===== config.mk =====
export PLATFORM = sky130hd
export DESIGN_NAME = fetch_stage_ctrl
export DESIGN_NICKNAME = d
export VERILOG_FILES = /design/src/rtl/fetch_stage_ctrl.sv
export SDC_FILE = /design/constraint.sdc
export NUM_CORES = 1
export LEC_CHECK = 0
export ABC_AREA = 0
export CORE_ASPECT_RATIO = 0.6
export CORE_MARGIN = 2
export CORE_UTILIZATION = 49
export DETAILED_ROUTE_END_ITERATION = 7
export HOLD_SLACK_MARGIN = 0.08
export PLACE_DENSITY = 0.88
export SYNTH_ARGS = -nofsm -noshare
export SYNTH_HDL_FRONTEND = slang
export SYNTH_SLANG_ARGS = --single-unit

===== constraint.sdc =====
create_clock -name Clk -period 3.1 [get_ports Clk]
set_clock_uncertainty 0.15 [all_clocks]
set_input_delay 0.465 -clock Clk [delete_from_list [all_inputs] [get_ports Clk]]
set_output_delay 0.465 -clock Clk [all_outputs]
set_load 0.03 [all_outputs]

===== src/rtl/fetch_stage_ctrl.sv =====
// Instruction fetch controller: drives the I-memory request/address, registers the
// fetched word for decode, parks one acked word while decode stalls, and handles redirects.
module fetch_stage_ctrl #(
   parameter logic [31:0] RESET_PC = 32'h00000000,
   parameter logic [31:0] NOP_WORD = 32'h00000000
) (
   input  logic        Clk,
   input  logic        Rst_n,
   input  logic        Stall,
   input  logic        BranchTaken,
   input  logic [31:0] BranchTarget,
   input  logic        JumpTaken,
   input  logic [31:0] JumpTarget,
   output logic        IMemReq,
   output logic [31:0] IMemAddr,
   input  logic        IMemAck,
   input  logic [31:0] IMemData,
   output logic [31:0] InstructionOut,
   output logic [31:0] PC4Out,
   output logic        ValidOut
);

   // state | meaning
   // IDLE  | single cycle after reset release, no request yet
   // REQ   | request outstanding at PC; an ack delivers or parks the word
   // HOLD  | acked word parked in buffer while decode stalls, request dropped
   typedef enum logic [1:0] {
      IDLE = 2'd0,
      REQ  = 2'd1,
      HOLD = 2'd2
   } state_t;

   state_t      state_q, state_d;
   logic [31:0] pc_q, pc_d;
   logic        req_q, req_d;
   logic [31:0] instr_q, instr_d;
   logic [31:0] pc4_q, pc4_d;
   logic        valid_q, valid_d;
   logic [31:0] buf_instr_q, buf_instr_d;
   logic [31:0] buf_pc4_q, buf_pc4_d;

   logic        redirect;
   logic [31:0] target;
   logic [31:0] pc_plus4;

   assign redirect = BranchTaken | JumpTaken;
   assign target   = BranchTaken ? BranchTarget : JumpTarget;
   assign pc_plus4 = pc_q + 32'd4;

   always_comb begin
      state_d     = state_q;
      pc_d        = pc_q;
      req_d       = req_q;
      instr_d     = instr_q;
      pc4_d       = pc4_q;
      valid_d     = valid_q;
      buf_instr_d = buf_instr_q;
      buf_pc4_d   = buf_pc4_q;

      if (redirect) begin
         // Redirect beats stall and drops both the parked word and any same-cycle ack.
         pc_d        = target & ~32'd3;
         instr_d     = NOP_WORD;
         valid_d     = 1'b0;
         buf_instr_d = NOP_WORD;
         buf_pc4_d   = 32'd0;
         state_d     = REQ;
         req_d       = 1'b1;
      end else begin
         case (state_q)
            IDLE: begin
               state_d = REQ;
               req_d   = 1'b1;
            end
            REQ: begin
               if (IMemAck) begin
                  if (Stall) begin
                     buf_instr_d = IMemData;
                     buf_pc4_d   = pc_plus4;
                     state_d     = HOLD;
                     req_d       = 1'b0;
                  end else begin
                     instr_d = IMemData;
                     pc4_d   = pc_plus4;
                     valid_d = 1'b1;
                     pc_d    = pc_plus4;
                  end
               end else if (!Stall) begin
                  instr_d = NOP_WORD;
                  valid_d = 1'b0;
               end
            end
            HOLD: begin
               if (!Stall) begin
                  instr_d     = buf_instr_q;
                  pc4_d       = buf_pc4_q;
                  valid_d     = 1'b1;
                  pc_d        = pc_plus4;
                  buf_instr_d = NOP_WORD;
                  buf_pc4_d   = 32'd0;
                  state_d     = REQ;
                  req_d       = 1'b1;
               end
            end
            default: begin
               state_d = IDLE;
               req_d   = 1'b0;
            end
         endcase
      end
   end

   always_ff @(posedge Clk) begin
      if (!Rst_n) begin
         state_q     <= IDLE;
         pc_q        <= RESET_PC;
         req_q       <= 1'b0;
         instr_q     <= NOP_WORD;
         pc4_q       <= 32'd0;
         valid_q     <= 1'b0;
         buf_instr_q <= NOP_WORD;
         buf_pc4_q   <= 32'd0;
      end else begin
         state_q     <= state_d;
         pc_q        <= pc_d;
         req_q       <= req_d;
         instr_q     <= instr_d;
         pc4_q       <= pc4_d;
         valid_q     <= valid_d;
         buf_instr_q <= buf_instr_d;
         buf_pc4_q   <= buf_pc4_d;
      end
   end

   assign IMemReq        = req_q;
   assign IMemAddr       = pc_q;
   assign InstructionOut = instr_q;
   assign PC4Out         = pc4_q;
   assign ValidOut       = valid_q;

endmodule

# Word-level counts from Yosys, hierarchy flattened
# Cells that the tools add are included.
[classes] n_eq_ne=10 bitwise=3 div_mod_pow=0 n_reduce_logical=12 n_shift=0 add_sub_neg=1 magnitude_cmp=0 n_mux=34 multipliers=0
[op_table] cell="$mux W32" count=15
[op_table] cell="$pmux W32 S2" count=5
[op_table] cell="$add A32 B3 Y32 const B" count=1
[op_table] cell="$ne A3 B3 Y1 const B" count=4
[op_table] cell="$reduce_and A3 Y1" count=3
[op_table] cell="$mux W1" count=8
[op_table] cell="$ne A2 B2 Y1 const B" count=4
[op_table] cell="$mux W2" count=3
[op_table] cell="$pmux W2 S3" count=1
[op_table] cell="$reduce_and A2 Y1" count=3
[op_table] cell="$reduce_and A5 Y1" count=1
[op_table] cell="$reduce_and A4 Y1" count=1
[op_table] cell="$pmux W1 S3" count=1
[op_table] cell="$reduce_bool A3 Y1" count=1
[op_table] cell="$eq A2 B1 Y1 const B" count=1
[op_table] cell="$eq A2 B2 Y1 const B" count=1
[op_table] cell="$logic_not A2 Y1" count=1
[op_table] cell="$not A1 Y1" count=2
[op_table] cell="$pmux W1 S2" count=1
[op_table] cell="$reduce_bool A2 Y1" count=1
[op_table] cell="$reduce_or A2 Y1" count=1
[op_table] cell="$or A1 B1 Y1" count=1
[totals] rom_bits=0 latch_bits=0 regBits=164 memories=0 wordCells=70 mem_bits_rw=0

# Logic depth before layout (Yosys ltp)
# Gate-level depths: netlist of run 1.
[depth] ltp_word=5 mapped_depth=9 depth_no_buf=7

# Least setup slack after synthesis of run 1
# Ideal clock, no wire load.
[synth_timing] path_type="register to register" startpoint="reg pc_q[18], in the netlist IMemAddr[18]" endpoint="reg pc_q[30], in the netlist IMemAddr[30]" period_less_slack_ns=2.456 stages_incl_launch_ff=9 path_slack_ns=0.644 arrival_ns=2.178 setup_time_ns=0.128 path_cell_list="dfxtp_1 -> clkbuf_2 -> nand3_2 -> or4_4 -> buf_6 -> nor4_2 -> xor2_1 -> a222oi_1 -> nor2_1"
[synth_between] elab_chain_len=5
[synth_rtl] item="from (decl)" line="34" text="logic [31:0] pc_q, pc_d;"
[synth_rtl] item="from (signal assigned)" line="125" text="pc_q <= pc_d;"
[synth_rtl] item="$add A32 B3 Y32 *" line="48" text="assign pc_plus4 = pc_q + 32'd4;"
[synth_rtl] item="$mux W32 *" line="77, 94"
[synth_rtl] item="$mux W32" line="76" text="if (IMemAck) begin"
[synth_rtl] item="$pmux W32 S2 *" line="70" text="case (state_q)"
[synth_rtl] item="$mux W32 *" line="60" text="if (redirect) begin"
# Every way passes the cells marked *; elsewhere a longest branch is shown, timed or not. The select of a mux whose other input is x is not followed.
# A chain may end at the register's enable or synchronous reset.

# Worst setup path after layout of run 1
[layout_timing] startpoint="reg state_q[1]" endpoint="reg pc4_q[15], in the netlist PC4Out[15]"
[layout_between] elab_chain_len=3 elab_cells_between_ends=8 classes_between="eq/ne: 5; mux: 1; reduce/logical: 2"
[layout_rtl] item="from (decl)" line="33" text="state_t state_q, state_d;"
[layout_rtl] item="from (signal assigned)" line="124" text="state_q <= state_d;"
[layout_rtl] item="$eq A2 B1 Y1 or $eq A2 B2 Y1 (tied branches)" line="70"
[layout_rtl] item="$ne A2 B2 Y1 (no source line) or $reduce_bool A2 Y1 (tied branches)"
[layout_rtl] item="$reduce_and A5 Y1 (no source line)"
[layout_rtl] item="to (signal assigned)" line="128" text="pc4_q <= pc4_d;"
[layout_rtl] item="to (decl)" line="37" text="logic [31:0] pc4_q, pc4_d;"
# Several ways; a longest one is shown, not always the timed one.

==> impl_metrics.env, run 1 <==
export IMPL_worstHoldStart="PC4Out[6]"
export IMPL_syn_to_final_growth_pct=37.0
export IMPL_post_cts_buffers=0
export IMPL_dp_slack_ns=0.0884
export IMPL_crit_path_end_kind="flip-flop"
export IMPL_wl_per_cell_um=17.8
export IMPL_routed_wl_mm=23.3
export IMPL_grtUsageTotal_pct=29.1
export IMPL_finalNetCount=1200
export IMPL_io_pins=200
export IMPL_grt_start_max_net_pins=83
export IMPL_timing_fmax_ghz=0.381
export IMPL_cts_tree="yes"
export IMPL_worstSetupPathType="flip-flop to flip-flop"
export IMPL_synth_ff_latch_count=158
export IMPL_layout_drive_gt1_share_pct=8.11
export IMPL_drtIter0Drc=760
export IMPL_netlist_area_sq_um=7380
export IMPL_die_h_um=99.1
export IMPL_cts_hold_buffers=0
export IMPL_overflow=0
export IMPL_worstPathArrival_ns=2.80
export IMPL_synth_ff_type="dfxtp_1"
export IMPL_antenna_found_initial=0
export IMPL_port_buffers=191
export IMPL_synth_edf_count=0
export IMPL_r2r_end="PC4Out[15]"
export IMPL_cts_max_level=4
export IMPL_r2r_setup_slack_ns=0.48
export IMPL_power_density_nw_per_um2=486
export IMPL_maxCapViolCount=0
export IMPL_final_cells=1308
export IMPL_die_width_um=162
export IMPL_start_kind="flip-flop"
export IMPL_tns_ns=0
export IMPL_r2r_start="state_q[1]"
export IMPL_vias=7547
export IMPL_drc=0
export IMPL_p_leak_nw=3.65
export IMPL_top_usage_layer="met2"
export IMPL_use_met2_pct=42.9
export IMPL_cts_root_buffer="clkbuf_16"
export IMPL_core_sq_um=14600
export IMPL_min_path_cells=2
export IMPL_relSlewSlack_pct=57.2
export IMPL_min_period_over_period_pct=84.6
export IMPL_cts_resized=0
export IMPL_drt_pass1_iter_count=6
export IMPL_cts_buffers=17
export IMPL_antenna_cells=0
export IMPL_irDropWorstVdd_mv=0.317
export IMPL_grt_pass1_vias=7070
export IMPL_gp_congestion=1.00
export IMPL_place_hpwl_mm=16.4
export IMPL_ff2ff_path_depth=5
export IMPL_hold_path_class="flip-flop to flip-flop"
export IMPL_rsz0062_at_grt="no"
export IMPL_yosys_warnings=0
export IMPL_start_util_pct=50.6
export IMPL_layout_common_cells="clkdlybuf4s50_1 (191), dfxtp_1 (158), nand2_1 (136), nor2_1 (118), a21oi_1 (114)"
export IMPL_setup_slack_ns=0.477
export IMPL_synth_async_sr_flop_share_pct=0
export IMPL_finalHoldViolations=0
export IMPL_clk_path_buf_depth=2
export IMPL_viasPerCell=5.77
export IMPL_clk_pin_slew_ns=0.06
export IMPL_use_met3_pct=7.03
export IMPL_die_area_sq_um=16100
export IMPL_place_inst=1276
export IMPL_setup_violations=0
export IMPL_period_needed_ns=2.62
export IMPL_syn_inst=932
export IMPL_floorplan_rows=34
export IMPL_status="finished clean"
export IMPL_grt_pass1_wl_mm=36.9
export IMPL_worst_ep_required_time_ns=3.28
export IMPL_antenna_left=0
export IMPL_min_delay_worst_endpoint="PC4Out[6]"
export IMPL_crit_fanout=23
export IMPL_synthDistinctLibCells=72
export IMPL_cts_sinks=158
export IMPL_finalMaxSlewViolations=0
export IMPL_final_common_cell="clkdlybuf4s50_1"
export IMPL_tightest_slew_ns=0.640
export IMPL_use_met1_pct=42.8
export IMPL_yosysSeqAreaShare_pct=42.9
export IMPL_syn_area_per_cell_sq_um=7.92
export IMPL_clkLatencyLatePin_ns=0.42
export IMPL_holdWs_ns=0.299
## area by class of cell
cell class                 count  area, sq um
clock buffer                  20          447
clock inverter                12          161
fill                        1180         4480
inverter                       8         30.0
multi-input combinational    690         3880
sequential                   158         3160
tap                          198          248
timing repair buffer         222         2180
## cells in the mapped netlist (2+ instances only)
library cell  count  area (sq um)
a211oi_1          3          22.5
a21boi_0         10          75.1
a21o_1            3          22.5
a21oi_1         114           571
a221o_1           2          20.0
a221oi_1          3          26.3
a222oi_1          3          30.0
a22oi_1          49           368
and2_0            2          12.5
and2_1            5          31.3
and4_1            4          35.0
buf_1             3          11.3
buf_2            21           105
buf_4             5          37.5
clkbuf_1         48           180
dfxtp_1         158          3160
inv_1             7          26.3
mux2i_1           8          80.1
nand2_1         137           514
nand2b_1         11          68.8
nand3_1          30           150
nand3b_1          2          15.0
nand4_1           8          50.1
nand4_4           2          42.5
nor2_1          121           454
nor2b_1           3          18.8
nor3_1            6          30.0
nor4_1            2          12.5
o211a_1           2          20.0
o211ai_1          9          67.6
o21ai_0          49           245
o22ai_1          17           106
o31ai_1           4          30.0
or2_2             3          18.8
or3_1             3          18.8
xnor2_1          21           184
xor2_1           19           166
## where the power goes
part,total [mW],internal [mW],switching (mW)
logic,0.639,0.290,0.348
registers,2.13,2.07,0.0621
clock network,2.15,1.30,0.852
## sequential cells by signal, indices dropped and copies added (netlist names)
signal,cells
InstructionOut,32
PC4Out,30
state_q,2
buf_instr_q,32
ValidOut,1
buf_pc4_q,30
IMemAddr,30
IMemReq,1
## logic make-up after synthesis
kind of cell / synth area share (%)
buffers and inverters: 5.15
xor gates and xnor gates: 4.75
AOI/OAI and AO/OA: 23.3
other: 0.0508
DFF: 42.9
and+or+nand+nor: 22.7
muxes: 1.08
adders and majority gates: 0.169
## worst max-delay path, stage by stage, from the launching register on
cell     delay, ns
dfxtp_1       0.51
nor3b_2       0.43
nor2_4        0.20
nor2_4        0.54
nand2_1       0.41
o21ai_0       0.29
## routing by layer
layer	share of wire [%]	up-vias	wire length (um)
li1	-	3587	-
met1	45	3551	10500
met2	43	385	9930
met3	11	24	2550
met4	1.1	0	263
met5	0	-	0
## per-stage QoR
step                utilization, %  total power [mW]  instance area [sq um]
CTS                           69.3              4.93                  10100
detailed placement            65.2              2.80                   9510
global route                  69.3              5.09                  10100
floorplan                        -              2.50                   7390
finish                        69.3              4.92                  10100
global placement              65.2              2.79                   9510
## worst max path at each step
stage | from | endpoint | slack (ns) | cells past startpoint
floorplan | IMemAddr[18] | IMemAddr[30] | 0.64 | 8
CTS | state_q[1] | PC4Out[15] | 0.50 | 5
global route | state_q[1] | PC4Out[11] | 0.29 | 5
global placement | Stall | PC4Out[12] | 0.24 | 6
finish | state_q[1] | PC4Out[15] | 0.48 | 5
detailed placement | Stall | PC4Out[15] | 0.09 | 6
No activity file was read; power rests on OpenSTA's default activity.
==> run 2, diff against run 1 <==
Clock period 3.1 ns to 2.7 ns, I/O delays scaled along.
==> run 2 against run 1 <==
Compared with the run above: sequential share of layout area shrank 0.42 points; utilization grew 0.94 points; register-to-register slack lost 0.25 ns; flip-flop and latch count is the same; combinational power grew 21%; fmax grew 6.2%; wire length grew 3.1%; cell area grew 1.4%; worst hold slack gained 0.0051 ns; via count grew 0.72%; global-route usage grew 0.74 points; die area is the same; critical path type unchanged; critical endpoint is now PC4Out[29]; largest power group unchanged.
==> impl_metrics.env, run 2 (synthesis gave the netlist of run 1 again) <==
export IMPL_core_sq_um=14600
export IMPL_place_inst=1285
export IMPL_cts_root_buffer="clkbuf_16"
export IMPL_io_pins=200
export IMPL_cts_hold_buffers=0
export IMPL_period_needed_ns=2.47
export IMPL_min_period_over_period_pct=91.5
export IMPL_clkLatencyLatePin_ns=0.42
export IMPL_grt_pass1_vias=7221
export IMPL_maxCapViolCount=0
export IMPL_tns_ns=0
export IMPL_rsz0062_at_grt="no"
export IMPL_dp_slack_ns=0.0868
export IMPL_drtIter0Drc=751
export IMPL_worstSetupPathType="flip-flop to flip-flop"
export IMPL_cts_tree="yes"
export IMPL_design_area_sq_um=10300
export IMPL_worst_ep_required_time_ns=2.83
export IMPL_start_util_pct=50.6
export IMPL_holdWs_ns=0.305
export IMPL_cts_resized=0
export IMPL_overflow=0
export IMPL_clk_path_buf_depth=2
export IMPL_layout_drive_gt1_share_pct=8.86
export IMPL_grtUsageTotal_pct=29.8
export IMPL_status="finished clean"
export IMPL_antenna_found_initial=0
export IMPL_drc=0
export IMPL_worstPathArrival_ns=2.60
export IMPL_cts_buffers=17
export IMPL_clk_pin_slew_ns=0.07
export IMPL_crit_fanout=8
export IMPL_viasPerCell=5.78
export IMPL_final_common_cell="clkdlybuf4s50_1"
export IMPL_p_leak_nw=3.72
export IMPL_grt_start_max_net_pins=83
export IMPL_cts_max_level=4
export IMPL_grt_pass1_wl_mm=37.9
export IMPL_setup_slack_ns=0.230
export IMPL_port_buffers=191
export IMPL_place_hpwl_mm=16.9
export IMPL_antenna_cells=0
export IMPL_relSlewSlack_pct=25.7
export IMPL_antenna_left=0
export IMPL_finalNetCount=1209
export IMPL_vias=7601
export IMPL_layout_common_cells="clkdlybuf4s50_1 (191), dfxtp_1 (158), nand2_1 (136), nor2_1 (118), a21oi_1 (114)"
export IMPL_hold_path_class="flip-flop to flip-flop"
export IMPL_timing_fmax_ghz=0.405
export IMPL_finalPower_mw=5.67
export IMPL_start_kind="flip-flop"
export IMPL_cts_sinks=158
export IMPL_finalMaxSlewViolations=0
export IMPL_routed_wl_mm=24.0
export IMPL_die_area_sq_um=16100
export IMPL_die_width_um=162
export IMPL_power_density_nw_per_um2=553
export IMPL_irDropWorstVdd_mv=0.376
export IMPL_tightest_slew_ns=1.11
export IMPL_setup_violations=0
export IMPL_placed_area_sq_um=9650
export IMPL_drt_pass1_iter_count=6
export IMPL_floorplan_rows=34
export IMPL_finalHoldViolations=0
export IMPL_wl_per_cell_um=18.2
export IMPL_syn_to_final_growth_pct=38.9
export IMPL_final_cells=1316
export IMPL_crit_path_end_kind="flip-flop"
export IMPL_die_h_um=99.1
export IMPL_post_cts_buffers=0
export IMPL_utilization_pct=70.3
export IMPL_gp_congestion=0.989
==> run 2: path summary, 6_finish.rpt <==
check | depth (start not counted) | end | start | slack [ns]
worst max-delay path | 5 | PC4Out[29] | IMemAddr[6] | 0.23
worst min-delay path | 2 | PC4Out[19] | PC4Out[19] | 0.30
worst max register to register | 5 | PC4Out[29] | IMemAddr[6] | 0.23
worst min register to register | 2 | PC4Out[19] | PC4Out[19] | 0.30
==> run 2: cell type report <==
| cell class | instances | area, sq um |
|---|---|---|
| sequential | 158 | 3160 |
| tap | 198 | 248 |
| fill | 1181 | 4340 |
| multi-input combinational | 690 | 3880 |
| inverter | 8 | 30.0 |
| clock buffer | 19 | 443 |
| clock inverter | 12 | 160 |
| timing repair buffer | 231 | 2320 |
==> run 2: metal layers <==
metal,global-route usage (%),part of all wire (%)
met4,8.58,1.7
met3,9.60,11
met5,0,0
met1,41.6,44
met2,44.2,43
==> run 2: report_power, final <==
group	internal [mW]	leakage, nW	switching, mW
Combinational	0.351	2.16	0.422
Sequential	2.38	1.28	0.0599
Clock	1.48	0.282	0.975
Total	4.21	3.72	1.46
==> run 2: critical path, stage by stage, from the launching register on <==
cell	delay [ns]
dfxtp_1	0.51
and4_1	0.36
nand4_1	0.29
nor4_1	0.52
xnor2_1	0.34
o22ai_1	0.17
==> run 3, diff against run 2 <==
Settings changed: CTS_CLUSTER_DIAMETER from default to 100.
==> results of run 3 <==
Same layout as run 2: the final DEF is identical, and so are final timing and power.
